===== src/rtl/demux_stream_router_pkg.sv =====
// Shared constants and types for the 4-way stream router and its channel FIFOs.
package demux_router_pkg;
  localparam int NUM_CH     = 4;
  localparam int DEST_W     = 2;
  localparam int DATA_W_DEF = 8;
  localparam int DEPTH_DEF  = 2;
  localparam int CNT_W_DEF  = 16;

  typedef logic [DEST_W-1:0] dest_t;
endpackage


===== src/rtl/demux_stream_router_if.sv =====
// Input stream and per-channel output bundle of demux_stream_router.
// out_cnt (and the CNT_W parameter) exist only when DEMUX_ROUTER_CNT_EN is defined.
interface demux_stream_router_if
  import demux_router_pkg::*;
  #(
    parameter int DATA_W = DATA_W_DEF
`ifdef DEMUX_ROUTER_CNT_EN
    , parameter int CNT_W = CNT_W_DEF
`endif
  );
  logic                     in_valid;
  logic                     in_ready;
  dest_t                    in_dest;
  logic [DATA_W-1:0]        in_data;
  logic [NUM_CH-1:0]        out_valid;
  logic [NUM_CH-1:0]        out_ready;
  logic [NUM_CH*DATA_W-1:0] out_data;
`ifdef DEMUX_ROUTER_CNT_EN
  logic [NUM_CH*CNT_W-1:0]  out_cnt;
`endif

  modport master (
    output in_valid, in_dest, in_data, out_ready,
    input  in_ready, out_valid, out_data
`ifdef DEMUX_ROUTER_CNT_EN
    , input out_cnt
`endif
  );

  modport slave (
    input  in_valid, in_dest, in_data, out_ready,
    output in_ready, out_valid, out_data
`ifdef DEMUX_ROUTER_CNT_EN
    , output out_cnt
`endif
  );
endinterface


===== src/rtl/demux_chan_fifo.sv =====
// Single-clock FIFO with a separate occupancy count driving full/empty.
module demux_chan_fifo #(
  parameter int DATA_W = 8,
  parameter int DEPTH  = 2
) (
  input  logic              clk,
  input  logic              rst_n,
  input  logic              push,
  input  logic              pop,
  input  logic [DATA_W-1:0] wdata,
  output logic [DATA_W-1:0] rdata,
  output logic              full,
  output logic              empty
);
  localparam int PTR_W = $clog2(DEPTH);

  logic [DATA_W-1:0] mem [DEPTH];
  logic [PTR_W-1:0]  wr_ptr;
  logic [PTR_W-1:0]  rd_ptr;
  logic [PTR_W:0]    count;
  logic              do_push;
  logic              do_pop;

  assign full    = (count == (PTR_W+1)'(DEPTH));
  assign empty   = (count == '0);
  assign do_push = push & ~full;
  assign do_pop  = pop & ~empty;
  assign rdata   = mem[rd_ptr];

  always_ff @(posedge clk or negedge rst_n) begin
    if (!rst_n) begin
      wr_ptr <= '0;
      rd_ptr <= '0;
      count  <= '0;
    end else begin
      if (do_push) wr_ptr <= wr_ptr + 1'b1;
      if (do_pop)  rd_ptr <= rd_ptr + 1'b1;
      case ({do_push, do_pop})
        2'b10:   count <= count + 1'b1;
        2'b01:   count <= count - 1'b1;
        default: count <= count;
      endcase
    end
  end

  // Payload storage carries no reset; validity comes solely from count.
  always_ff @(posedge clk) begin
    if (do_push) mem[wr_ptr] <= wdata;
  end
endmodule


===== src/rtl/demux_stream_router.sv =====
// Registered 1-to-4 stream router with a small FIFO per output channel.
// Define DEMUX_ROUTER_CNT_EN to add per-channel accepted-beat counters on out_cnt.
module demux_stream_router
  import demux_router_pkg::*;
  #(
    parameter int DATA_W = DATA_W_DEF,
    parameter int DEPTH  = DEPTH_DEF,
    parameter int CNT_W  = CNT_W_DEF
  ) (
    input  logic                  clk,
    input  logic                  rst_n,
    demux_stream_router_if.slave  bus
  );

  if (DEPTH < 2 || (DEPTH & (DEPTH - 1)) != 0 || CNT_W < 1) begin : g_bad_cfg
    $error("demux_stream_router: DEPTH must be a power of 2 >= 2 and CNT_W >= 1");
  end

  logic              run;
  logic [NUM_CH-1:0] full;
  logic [NUM_CH-1:0] empty;
  logic [NUM_CH-1:0] push;
  logic [NUM_CH-1:0] pop;
  logic [DATA_W-1:0] rdata [NUM_CH];

  // Holds in_ready low through reset and until the first edge after release.
  always_ff @(posedge clk or negedge rst_n) begin
    if (!rst_n) run <= 1'b0;
    else        run <= 1'b1;
  end

  assign bus.in_ready  = run & ~full[bus.in_dest];
  assign bus.out_valid = ~empty;
  assign pop           = bus.out_ready & bus.out_valid;

  always_comb begin
    push = '0;
    if (bus.in_valid && bus.in_ready) push[bus.in_dest] = 1'b1;
  end

  for (genvar k = 0; k < NUM_CH; k++) begin : g_ch
    demux_chan_fifo #(
      .DATA_W (DATA_W),
      .DEPTH  (DEPTH)
    ) u_fifo (
      .clk   (clk),
      .rst_n (rst_n),
      .push  (push[k]),
      .pop   (pop[k]),
      .wdata (bus.in_data),
      .rdata (rdata[k]),
      .full  (full[k]),
      .empty (empty[k])
    );

    assign bus.out_data[k*DATA_W +: DATA_W] = rdata[k];

`ifdef DEMUX_ROUTER_CNT_EN
    logic [CNT_W-1:0] beat_cnt;

    always_ff @(posedge clk or negedge rst_n) begin
      if (!rst_n)       beat_cnt <= '0;
      else if (push[k]) beat_cnt <= beat_cnt + 1'b1;
    end

    assign bus.out_cnt[k*CNT_W +: CNT_W] = beat_cnt;
`endif
  end
endmodule


===== src/flat_wrapper.sv =====
// flat-port wrapper written by rule: the top's interface ports become plain ports
module demux_stream_router_flat import demux_router_pkg::*;
#(
    parameter int DATA_W = DATA_W_DEF,
    parameter int DEPTH  = DEPTH_DEF,
    parameter int CNT_W  = CNT_W_DEF
  )
  (clk, rst_n, bus_in_valid, bus_in_dest, bus_in_data, bus_out_ready, bus_in_ready, bus_out_valid, bus_out_data);
  demux_stream_router_if #(.DATA_W(DATA_W)) bus_i ();
  input  logic clk;
  input  logic rst_n;
  input wire logic [$bits(bus_i.in_valid)-1:0] bus_in_valid;
  input wire logic [$bits(bus_i.in_dest)-1:0] bus_in_dest;
  input wire logic [$bits(bus_i.in_data)-1:0] bus_in_data;
  input wire logic [$bits(bus_i.out_ready)-1:0] bus_out_ready;
  output wire logic [$bits(bus_i.in_ready)-1:0] bus_in_ready;
  output wire logic [$bits(bus_i.out_valid)-1:0] bus_out_valid;
  output wire logic [$bits(bus_i.out_data)-1:0] bus_out_data;
  assign bus_i.in_valid = bus_in_valid;
  assign bus_i.in_dest = bus_in_dest;
  assign bus_i.in_data = bus_in_data;
  assign bus_i.out_ready = bus_out_ready;
  assign bus_in_ready = bus_i.in_ready;
  assign bus_out_valid = bus_i.out_valid;
  assign bus_out_data = bus_i.out_data;
  demux_stream_router #(.DATA_W(DATA_W), .DEPTH(DEPTH), .CNT_W(CNT_W)) u_core (.clk(clk), .rst_n(rst_n), .bus(bus_i));
endmodule

===== config.mk =====
export PLATFORM = sky130hd
export DESIGN_NAME = demux_stream_router_flat
export DESIGN_NICKNAME = d
export VERILOG_FILES = /design/src/rtl/demux_stream_router_pkg.sv /design/src/rtl/demux_stream_router_if.sv /design/src/rtl/demux_chan_fifo.sv /design/src/rtl/demux_stream_router.sv /design/src/flat_wrapper.sv
export SDC_FILE = /design/constraint.sdc
export NUM_CORES = 1
export LEC_CHECK = 0
export BUFFER_PORTS_ARGS = -buffer_cell sky130_fd_sc_hd__buf_2
export CAP_MARGIN = 10
export CORE_UTILIZATION = 45
export DETAILED_ROUTE_END_ITERATION = 16
export PLACE_DENSITY = 0.66
export SLEW_MARGIN = 5
export SYNTH_ARGS = -nofsm -noshare
export SYNTH_HDL_FRONTEND = slang
export SYNTH_SLANG_ARGS = --single-unit

===== constraint.sdc =====
create_clock -name clk -period 4.7 [get_ports clk]
set_input_delay 1.175 -clock clk [delete_from_list [all_inputs] [get_ports clk]]
set_output_delay 1.175 -clock clk [all_outputs]
set_load 0.02 [all_outputs]

==> metrics.txt <==
fmax=311 MHz; Critical Path AT=between 2 and 2.5 ns; synth warn=0; max-cap violations=0; slowest CP cell=a221o_1; peak per-stage delay on the critical path=0.32 ns; met1 Use GR=20.3%; Crit. End Element=primary output; nets=roughly 260; # DRC=0; CP Launch Type=primary input; Hold Path End=u_core.g_ch[0].u_fifo.count[1]; skew final=just over 0.009 ns; met2 Usage GRT=about a quarter; VDD IR max=around 0.00027 V; gp weighted congestion=0.694; Critical Setup Path Class=primary input to primary output; RR Startpoint=u_core.g_ch[0].u_fifo.count[1]; top cell family by delay on the critical path=compound AO/OA/AOI/OAI gates; RSZ-0062 raised after global routing=false; Synth Net Count=202; sequential-to-total area share from yosys stat=73.9%; Synth cell types=22; Crit path top cell by count=buf_2; Mapped Avg Cell Area=about 18 µm²; Rows=30; Yosys reg bits=81; r2r worst-path depth=3; Post-Route WL=5410 µm; gr busiest metal=met2; Synth top cells by count=edfxtp_1, mux2_2, dfrtp_1; Final Cycle Share=68.4%; Worst-Margin Slew=0.720 ns; share of cells above drive strength 1=between 40% and 50%; top-level port count=54; R2R Setup Slk=2.89 ns; area leader, netlist=edfxtp_1; GRT Total Usage=between 10% and 20%; CP required=~3.5 ns; TritonRoute pass-1 iters=5; post-CTS setup buffers=0; hold path depth=1; Max Slew Vio Count=0; Setup-failing EPs final=0; vias post-DR=1603; Pleak=between 1 and 1.5 nW; min Tclk post-route=3.22 ns; die width=86.0 µm; Initial Util=a little under half; wire per inst=15.8 µm; Cell Chain, Critical Path=buf_2 -> nor2b_1 -> a221o_1 -> a21oi_1 -> buf_2; Min-Delay Path Class=register to register; TritonCTS clock tree=built; cts bufs inserted=9; Iter 0 DRT Violations=43; Buf/Inv on CP=2; most frequent cell after synthesis=edfxtp_1; clock sinks=81; vias in the first global route=1603; share of the synthesized area in the top cell type=60.5%; Remaining Overflow, GRT=0; port bufs=53; DP Wirelength=3590 µm; Main synth FF type=edfxtp_1; Clock Tree Buf Depth=2; Power per Cell Area=roughly 560 nW/µm²; post-cts sizing count=0; Skew-Pair Late Insertion Delay=0.35 ns; met3 usage in global routing=4.91%; maximum fanout along the worst path=5; RR Endpoint=u_core.g_ch[0].u_fifo.mem[1][3]; EDFF count, synth=64; setup TNS=0 ns; diodes inserted=0; Root Buffer Master=clkbuf_8; Hold Crit Start=u_core.g_ch[0].u_fifo.count[1]; Layout area overhead=18.0%; Synth Cell Area=roughly 3200 µm²; die footprint=~7400 µm²; initial antenna violation count=0; vias per cell=about 4.7; Worst-path clk slew=0.07 ns; first-pass GRT wire length=8340 µm; largest cells by area after synthesis=edfxtp_1, dfrtp_1, mux2_2, xnor2_1, xor2_1; WHS=0.486 ns; Syn Inst Count=181; Post-synth ARST share=21.0%; slew margin rel.=51.8%; outcome=completed; core area=a little under 7000 µm²; largest net degree at the start of global routing=18; CTS H-tree depth=3; Post-DRT Antenna Nets=0; Die H=86.0 µm; final hold vios=0; hold-fix buffers at CTS=0
==> stage by stage <==
step / util (%) / setup WS, ns / power, mW / std cells / instance area, µm²
after floorplan: - / 1.58 / 1.44 / 181 / 3170
after global placement: 52.1 / 1.50 / 1.59 / 326 / 3540
after detailed placement: 52.1 / 1.49 / 1.60 / 326 / 3540
after CTS: 55.1 / 1.48 / 2.12 / 342 / 3750
after global routing: 55.1 / 1.44 / 2.21 / 342 / 3750
final: 55.1 / 1.48 / 2.10 / 342 / 3750
==> worst max path at each step <==
stage,start,end,slack [ns],cells after the start
floorplan,bus_in_dest[0],bus_in_ready,1.58,3
global placement,bus_in_dest[0],bus_in_ready,1.50,5
detailed placement,bus_in_dest[0],bus_in_ready,1.49,5
CTS,bus_in_dest[0],bus_in_ready,1.48,5
global route,bus_in_dest[0],bus_in_ready,1.44,5
finish,bus_in_dest[0],bus_in_ready,1.48,5
==> report_power, final <==
part           switching (mW)  leakage, nW  internal (mW)
Clock                   0.246        0.103          0.275
Sequential              0.126        0.777          0.870
Combinational           0.292        0.533          0.292
==> state kept, by name, summed over array words and instances, names as in the netlist <==
name,flops
u_core.g_ch.u_fifo.rd_ptr,4
u_core.run,1
u_core.g_ch.u_fifo.mem,64
u_core.g_ch.u_fifo.wr_ptr,4
u_core.g_ch.u_fifo.count,8
==> final cells by class <==
type | count | area (µm²)
clock buffer | 12 | 155
fill | 568 | 3050
tap | 96 | 120
inverter | 5 | 18.8
sequential | 81 | 2350
timing repair buffer | 53 | 265
clock inverter | 4 | 51.3
multi-input combinational | 91 | 788
==> kinds of logic (layout without fill, tap and decap cells) <==
kind of cell	count (synthesis)	in the layout	share of synthesized area, %
AND/OR/NAND/NOR	31	31	5.48
multiplexers	33	33	11.7
XOR/XNOR	20	20	5.52
buffers and inverters	9	74	1.22
other	1	1	0.118
AO/OA/AOI/OAI	2	2	0.473
flip-flops	81	81	73.9
adder cells (fa/ha/maj)	4	4	1.58
==> worst register-to-register path, stage by stage (launching register included) <==
cell and delay (ns):
dfrtp_1 0.40, nor2b_1 0.15, nand3b_1 0.28, nor2_1 0.62
==> metal layers <==
layer | up-vias | share of wire [%]
li1 | 769 | -
met1 | 785 | 46
met2 | 39 | 49
met3 | 10 | 4.1
met4 | 0 | 1.1
met5 | - | 0
==> cells in the final DEF, fill, tap and decap left out <==
| cell type | n |
|---|---|
| a21oi_1 | 1 |
| a221o_1 | 1 |
| and2_1 | 2 |
| and2_4 | 3 |
| buf_2 | 53 |
| bufinv_16 | 1 |
| clkbuf_1 | 1 |
| clkbuf_8 | 11 |
| clkinv_2 | 1 |
| clkinv_4 | 1 |
| clkinvlp_4 | 1 |
| conb_1 | 1 |
| dfrtp_1 | 17 |
| edfxtp_1 | 64 |
| ha_1 | 4 |
| inv_1 | 5 |
| mux2_2 | 32 |
| mux2i_1 | 1 |
| nand2b_1 | 2 |
| nand3b_1 | 2 |
| nand4_1 | 1 |
| nand4b_1 | 1 |
| nor2_1 | 13 |
| nor2b_1 | 3 |
| or2_1 | 2 |
| or2_2 | 2 |
| xnor2_1 | 12 |
| xor2_1 | 8 |
(Power assumes the default switching activity.)
